### src/rtl/uart_word_tx.sv
// UART 8N1 transmitter for 32-bit words, sent as four bytes with the LSB byte first.
// Idle mark cycles can optionally be inserted between the bytes of one word.
module uart_word_tx #(
    parameter int unsigned BIT_RATE = 9600,
    parameter int unsigned CLK_HZ   = 50000000,
    parameter int unsigned GAP_BITS = 1
) (
    input  logic        clk,
    input  logic        rst,
    input  logic        uart_tx_en,
    input  logic        word_valid,
    input  logic [31:0] word_data,
    output logic        word_ready,
    output logic        uart_txd,
    output logic        tx_busy,
    output logic        word_done
);

    localparam int unsigned CPB     = CLK_HZ / BIT_RATE;
    localparam int unsigned GAP_CYC = (GAP_BITS == 0) ? 1 : GAP_BITS * CPB;
    localparam int unsigned CNT_MAX = (GAP_CYC > CPB) ? GAP_CYC : CPB;
    localparam int unsigned CNT_W   = (CNT_MAX > 1) ? $clog2(CNT_MAX) : 1;
    localparam int unsigned WORD_W  = 32;

    typedef enum logic [2:0] {
        S_IDLE  = 3'd0,
        S_START = 3'd1,
        S_DATA  = 3'd2,
        S_STOP  = 3'd3,
        S_GAP   = 3'd4
    } state_t;

    state_t              state_q, state_d;
    logic [CNT_W-1:0]    cnt_q, cnt_d;
    logic [2:0]          bit_q, bit_d;
    logic [1:0]          idx_q, idx_d;
    logic [WORD_W-1:0]   shift_q, shift_d;
    logic                txd_q, txd_d;
    logic                busy_q, busy_d;
    logic                done_q, done_d;
    logic                bit_end;
    logic                gap_end;

    assign word_ready = (state_q == S_IDLE) && uart_tx_en && !rst;
    assign bit_end    = (cnt_q == CNT_W'(CPB - 1));
    assign gap_end    = (cnt_q == CNT_W'(GAP_CYC - 1));

    // State and datapath registers; reset parks the line at mark.
    always_ff @(posedge clk or posedge rst) begin
        if (rst) begin
            state_q <= S_IDLE;
            cnt_q   <= '0;
            bit_q   <= '0;
            idx_q   <= '0;
            shift_q <= '0;
            txd_q   <= 1'b1;
            busy_q  <= 1'b0;
            done_q  <= 1'b0;
        end else begin
            state_q <= state_d;
            cnt_q   <= cnt_d;
            bit_q   <= bit_d;
            idx_q   <= idx_d;
            shift_q <= shift_d;
            txd_q   <= txd_d;
            busy_q  <= busy_d;
            done_q  <= done_d;
        end
    end

    // Next state; shift_q[0] is always the bit currently on the line in DATA.
    always_comb begin
        state_d = state_q;
        cnt_d   = cnt_q + CNT_W'(1);
        bit_d   = bit_q;
        idx_d   = idx_q;
        shift_d = shift_q;
        unique case (state_q)
            S_IDLE: begin
                cnt_d = '0;
                if (word_valid && word_ready) begin
                    state_d = S_START;
                    shift_d = word_data;
                    idx_d   = '0;
                    bit_d   = '0;
                end
            end
            S_START: begin
                if (bit_end) begin
                    state_d = S_DATA;
                    cnt_d   = '0;
                    bit_d   = '0;
                end
            end
            S_DATA: begin
                if (bit_end) begin
                    cnt_d   = '0;
                    shift_d = shift_q >> 1;
                    if (bit_q == 3'd7) begin
                        state_d = S_STOP;
                    end else begin
                        bit_d = bit_q + 3'd1;
                    end
                end
            end
            S_STOP: begin
                if (bit_end) begin
                    cnt_d = '0;
                    if (idx_q == 2'd3) begin
                        state_d = S_IDLE;
                    end else begin
                        idx_d   = idx_q + 2'd1;
                        state_d = (GAP_BITS == 0) ? S_START : S_GAP;
                    end
                end
            end
            S_GAP: begin
                if (gap_end) begin
                    state_d = S_START;
                    cnt_d   = '0;
                end
            end
            default: begin
                state_d = S_IDLE;
                cnt_d   = '0;
            end
        endcase
    end

    // Outputs are precomputed from next-state values so they register in step with the state.
    always_comb begin
        txd_d  = 1'b1;
        busy_d = (state_d != S_IDLE);
        done_d = (state_d == S_STOP) && (cnt_d == CNT_W'(CPB - 1)) && (idx_d == 2'd3);
        unique case (state_d)
            S_START: txd_d = 1'b0;
            S_DATA:  txd_d = shift_d[0];
            default: txd_d = 1'b1;
        endcase
    end

    assign uart_txd  = txd_q;
    assign tx_busy   = busy_q;
    assign word_done = done_q;

endmodule

### config.mk
export PLATFORM = sky130hd
export DESIGN_NAME = uart_word_tx
export DESIGN_NICKNAME = d
export VERILOG_FILES = /design/src/rtl/uart_word_tx.sv
export SDC_FILE = /design/constraint.sdc
export NUM_CORES = 1
export LEC_CHECK = 0
export BUFFER_PORTS_ARGS = -buffer_cell sky130_fd_sc_hd__buf_2
export CAP_MARGIN = 10
export CORE_MARGIN = 2
export CORE_UTILIZATION = 50
export CTS_CLUSTER_DIAMETER = 100
export DETAILED_ROUTE_END_ITERATION = 10
export GPL_ROUTABILITY_DRIVEN = 0
export PLACE_DENSITY = 0.71
export SLEW_MARGIN = 20
export SYNTH_ARGS = -nofsm -noshare
export SYNTH_HDL_FRONTEND = slang
export SYNTH_SLANG_ARGS = --single-unit
export TNS_END_PERCENT = 50
### constraint.sdc
create_clock -name clk -period 4.63 [get_ports clk]
set_clock_uncertainty 0.15 [all_clocks]
set_input_delay 0.6945 -clock clk [delete_from_list [all_inputs] [get_ports clk]]
set_output_delay 0.6945 -clock clk [all_outputs]
set_load 0.05 [all_outputs]
# Word-level counts from Yosys, hierarchy flattened
# Cells that the tools add are included.
[op_classes]
add_sub_neg = 3
n_eq_ne = 16
n_mux = 23
reduce_logical = 13
[op_table]
columns = ["operator", "n"]
rows = [
  ["two-way mux 32 bit", 2],
  ["case mux 32 bit (2 select lines)", 1],
  ["two-way mux 3 bit", 11],
  ["== test 13 bit (second input constant)", 2],
  ["two-way mux 13 bit", 2],
  ["case mux 3 bit (5 select lines)", 1],
  ["adder 13 x 1 -> 13 bit (second input constant)", 1],
  ["== test 3 x 2 -> 1 bit (second input constant)", 4],
  ["case mux 3 bit (3 select lines)", 1],
  ["== test 3 x 1 -> 1 bit (second input constant)", 2],
  ["== test 3 bit (second input constant)", 2],
  ["two-way mux 2 bit", 3],
  ["inequality test 2 bit (second input constant)", 3],
  ["nonzero test 3 bit", 2],
  ["logical AND 1 bit", 5],
  ["AND reduction 5 bit", 1],
  ["== test 2 bit (second input constant)", 2],
  ["case mux 2 bit (2 select lines)", 1],
  ["OR reduction 4 bit", 1],
  ["adder 3 x 1 -> 3 bit (second input constant)", 1],
  ["logical NOT 3 bit", 1],
  ["AND reduction 3 bit", 1],
  ["adder 2 x 1 -> 2 bit (second input constant)", 1],
  ["inequality test 2 x 1 -> 1 bit (second input constant)", 1],
  ["3 further kinds", 3],
]
[totals]
register_bits = 56
out_inout_bits = 4
word_cells = 64

# Logic depth before layout (Yosys ltp)
[logic_depth]
word_depth = 9
depth_mapped = 9

# Least setup slack after synthesis
# OpenSTA, ideal clock, no wires.
[synth_path]
path_type = "input -> register"
start = "in uart_tx_en"
end = "reg done_q, in the netlist word_done"
setup_time_ns = 0.120
t_arrival_ns = 2.925
slack_ns = 1.434
stages = 6
n_path_buf = 0
path_cell_list = "nand2b_1 nor4_1 nand2_1 a21oi_1 nor4_1 and4_1"
[synth_between]
elab_chain_len = 8
elab_cells_between_ends = 11
[synth_rtl]
columns = ["element", "line_no", "text"]
rows = [
  ["start, declared", "10", "input logic uart_tx_en,"],
  ["logical AND 1 bit (*) (2 in a row)", "44", "assign word_ready = (state_q == S_IDLE) && uart_tx_en && !rst;"],
  ["net word_ready", "13", "output logic word_ready,"],
  ["logical AND 1 bit (*)", "81", "if (word_valid && word_ready) begin"],
  ["two-way mux 3 bit", "81", ""],
  ["case mux 3 bit (5 select lines)", "78", "unique case (state_q)"],
  ["== test 3 x 2 -> 1 bit", "134", "done_d = (state_d == S_STOP) && (cnt_d == CNT_W'(CPB - 1)) && (idx_d == 2'd3);"],
  ["logical AND 1 bit", "134", ""],
  ["logical AND 1 bit (*)", "134", ""],
  ["net done_d", "40", "logic done_q, done_d;"],
  ["end signal, assigned", "67", "done_q <= done_d;"],
  ["end, declared", "40", ""],
]
# Mark *: on every way through the listed nets, which the timed path passes. The rest lies on a longest branch.
# A chain may end at the register's enable or synchronous reset.

# Worst setup path after layout
[layout_path]
start = "reg state_q[2]"
end = "out word_ready"
[layout_between]
elab_chain_len = 3
[layout_rtl]
columns = ["element", "line_no", "text"]
rows = [
  ["start, declared", "33", "state_t state_q, state_d;"],
  ["start signal, assigned", "60", "state_q <= state_d;"],
  ["logical NOT 3 bit", "44", ""],
  ["logical AND 1 bit (2 in a row)", "44", ""],
  ["end, declared", "13", ""],
]
# Every way passes these cells.

==> impl_metrics.tcl <==
set metrics [dict create \
    routed_wire_length_per_instance_um 13.4 \
    route.detailed.drc 0 \
    timing.critical_path.from_type "flop" \
    drv_cap 0 \
    finalSetupTns_ns 0 \
    report.final.slew_viol_count 0 \
    die-width_um 76.9 \
    final_nets 351 \
    worst_setup_hold_path_clk_slew_ns 0.10 \
    groute.usage.overall 0.183 \
    htree_levels 2 \
    rsz0062_at_grt "false" \
    synth_top_family_by_area "simple AND/OR/NAND/NOR gates" \
    ratio_of_cells_with_drive_above_1_in_the_final_layout 0.185 \
    synth.cell_area_mm2 0.00266 \
    tightestPinTransition_ns 0.693 \
    first_pass_iters 4 \
    crit_slowest_cell "sky130_fd_sc_hd__dfrtp_1" \
    holdWs_ns 0.333 \
    post_layout_minimum_cycle_time_ns 2.61 \
    grt_overflow_total 0 \
    finalSetupViolCount 0 \
    final-instance-count-excl-fill 383 \
    route.detailed.vias_per_inst 5.31 \
    num_antenna_cells 0 \
    detailed_place.area_mm2 0.00289 \
    max_stage_delay_ns 0.54 \
    holdCritPathClass "flop to flop" \
    post_synth.cell_area_avg_um2 9.53 \
    first_iter_violations 121 \
    finalInstanceArea_mm2 0.00301 \
    syn2layout_area_growth_pct 13.4 \
    synth.yosys.seq_area_share 0.528 \
    synth_top_area_frac 0.518 \
    synth.mux.area_fraction 0.0113 \
    regToRegEndpoint "shift_q[29]$_DFFE_PP0P_" \
    design.portCount 40 \
    max_slew_margin 0.538 \
    drt-total-wl_um 5130 \
    timing.critical_path.max_delay_family "simple AND/OR/NAND/NOR gates" \
    crit_end "word_ready" \
    run_status "finished, final reports clean" \
    cts-hold-fix-buffers 0 \
    syn_nets 318 \
    routed-via-count 2032 \
    rows 26 \
    post_synth_and_or_nand_nor_area_fraction 0.238 \
    critical_path_cell_list "nand2b_1 > nor4_1 > buf_2" \
    worst_r2r_path_depth 8 \
    final_core_utilization 0.590 \
    leakage_power_nw 1.49 \
    antenna_violating_nets_post_route 0 \
    fp.dieArea_mm2 0.00591 \
    totalPowerFinal_mw 1.15 \
    floorplan.die.height_um 76.9 \
    reg2reg_from "cnt_q[0]$_DFF_PP0_" \
    r2r_setup_slack_ns 2.21 \
    worst-path-stages 3 \
    cts_resized 0 \
    synth-adder-area-share 0.0141 \
    setup_slack_ns 2.02 \
    power.density_mw_per_mm2 381 \
    timing.setup.critical_path_class "flop to output pin" \
    crit_path_start "state_q[2]$_DFF_PP0_" \
    fp.coreArea_mm2 0.00511 \
    synthCells 279 \
    register_bit_total_from_synthesis 56 \
    post_synth_cell_types 39 \
    worst_ep_required_time_ns 3.79 \
    cts_max_path_buffers 2 \
    vdd_ir_max_mv 0.201 \
    netlist.top_cell.by_area "sky130_fd_sc_hd__dfrtp_1" \
    dp.cells 375 \
    clock_sinks 56 \
    grt_pass1_vias 1921 \
    antenna_violations_before_repair 0 \
    critPathCaptureType "output pin" \
    critPathMaxFanout 15 \
    post-place-ws_ns 2.15 \
    placement.io_buffers 39 \
    dp.final_hpwl_um 3470 \
    cts_tree "yes" \
    clock_insertion_delay_worst_skew_ns 0.31 \
    layout_worst_path_cycle_share 0.563 \
    synth_compound_area_frac 0.128 \
    post_synth_main_area_contributors "sky130_fd_sc_hd__dfrtp_1, sky130_fd_sc_hd__nand2_1, sky130_fd_sc_hd__a22oi_1" \
    post_cts_buffers 0 \
    cp_num_buf_inv 1 \
    grt_first_pass_wirelength_um 8710 \
    synthesis.yosys.warnings 0 \
    start_util 0.520 \
    cts_buffers 5 \
    clock_tree.root_cell "sky130_fd_sc_hd__clkbuf_8" \
    synth_xor_area_frac 0.0428 \
    grt_start_max_net_pins 57 \
    critical_path_arrival_ns 1.76 \
    clock.fmax_mhz 384 \
    hold_viol_final 0 \
]
## worst min path at each step
| stage | cells after the start | endpoint | startpoint | slack (ns) |
|---|---|---|---|---|
| after detailed placement | 2 | shift_q[22]$_DFFE_PP0P_ | shift_q[22]$_DFFE_PP0P_ | 0.31 |
| after CTS | 2 | shift_q[10]$_DFFE_PP0P_ | shift_q[10]$_DFFE_PP0P_ | 0.34 |
| after floorplan | 2 | shift_q[22]$_DFFE_PP0P_ | shift_q[22]$_DFFE_PP0P_ | 0.29 |
| final | 2 | shift_q[15]$_DFFE_PP0P_ | shift_q[15]$_DFFE_PP0P_ | 0.33 |
| after global placement | 2 | shift_q[24]$_DFFE_PP0P_ | shift_q[24]$_DFFE_PP0P_ | 0.31 |
| after global routing | 2 | shift_q[16]$_DFFE_PP0P_ | shift_q[16]$_DFFE_PP0P_ | 0.36 |
## sequential cells by signal, indices dropped and copies added, names as in the netlist
signal	cells
shift_q	32
cnt_q	13
bit_q	3
state_q	3
idx_q	2
tx_busy	1
uart_txd	1
word_done	1
## cell type report
| cell class | instances | area [um^2] |
|---|---|---|
| clock buffers | 6 | 82.6 |
| clock inverters | 2 | 38.8 |
| fillers | 451 | 2090 |
| inverters | 5 | 18.8 |
| multi-input cells | 201 | 1160 |
| flip-flops and latches | 56 | 1400 |
| well taps | 70 | 87.6 |
| repair buffers | 43 | 225 |
## synth_stat cells, drive strengths merged
master / n
a21oi: 3
a21o: 1
mux2i: 3
and3: 3
xor2: 9
nand2: 74
a22o: 1
o41ai: 1
inv: 5
a211oi: 1
and4: 3
nand3b: 2
nor3b: 3
a311o: 1
nand2b: 4
a31oi: 1
clkbuf: 10
nor2b: 1
o21ai: 7
a31o: 1
a21boi: 1
and4b: 1
nor2: 21
dfstp: 1
xnor2: 4
dfrtp: 55
nor3: 5
a22oi: 30
and4bb: 4
buf: 7
nand3: 5
or3: 2
ha: 3
nor4: 3
nand4: 3
## report_power, final
| part | internal [mW] | switching, mW | total [mW] |
|---|---|---|---|
| Sequential | 0.575 | 0.0582 | 0.633 |
| Combinational | 0.0744 | 0.111 | 0.185 |
| Clock | 0.177 | 0.154 | 0.331 |
| Total | 0.826 | 0.323 | 1.15 |
## layer usage
metal,share of wire,GRT usage,vias up
met1,0.49,0.267,961
li1,-,-,1027
met3,0.045,0.0282,5
met4,0.012,0.0709,0
met2,0.45,0.274,39
met5,0,0,-
## worst min-delay path, cell delays in order (launching register included)
cell and delay [ns]:
sky130_fd_sc_hd__dfrtp_1 0.36, sky130_fd_sc_hd__nand2_1 0.05, sky130_fd_sc_hd__nand2_1 0.05
## placed cells by master (no fill, tap or decap), types with 4 or more instances in the layout
cell	instances
sky130_fd_sc_hd__nand2_1	74
sky130_fd_sc_hd__dfrtp_1	55
sky130_fd_sc_hd__buf_2	39
sky130_fd_sc_hd__a22oi_1	30
sky130_fd_sc_hd__nor2_1	19
sky130_fd_sc_hd__xor2_1	9
sky130_fd_sc_hd__o21ai_0	7
sky130_fd_sc_hd__clkbuf_8	6
sky130_fd_sc_hd__nor3_1	5
sky130_fd_sc_hd__nand3_1	5
sky130_fd_sc_hd__nand2b_1	4
sky130_fd_sc_hd__inv_1	4
sky130_fd_sc_hd__xnor2_1	4
sky130_fd_sc_hd__buf_4	4
## kinds of logic after synthesis
| kind of cell | after synthesis |
|---|---|
| compound gates | 48 |
| flops | 56 |
| xor+xnor | 13 |
| buf+inv | 22 |
| simple gates | 134 |
| mux | 3 |
| fa+ha+maj | 3 |
Power figures use the tool's default switching activity.
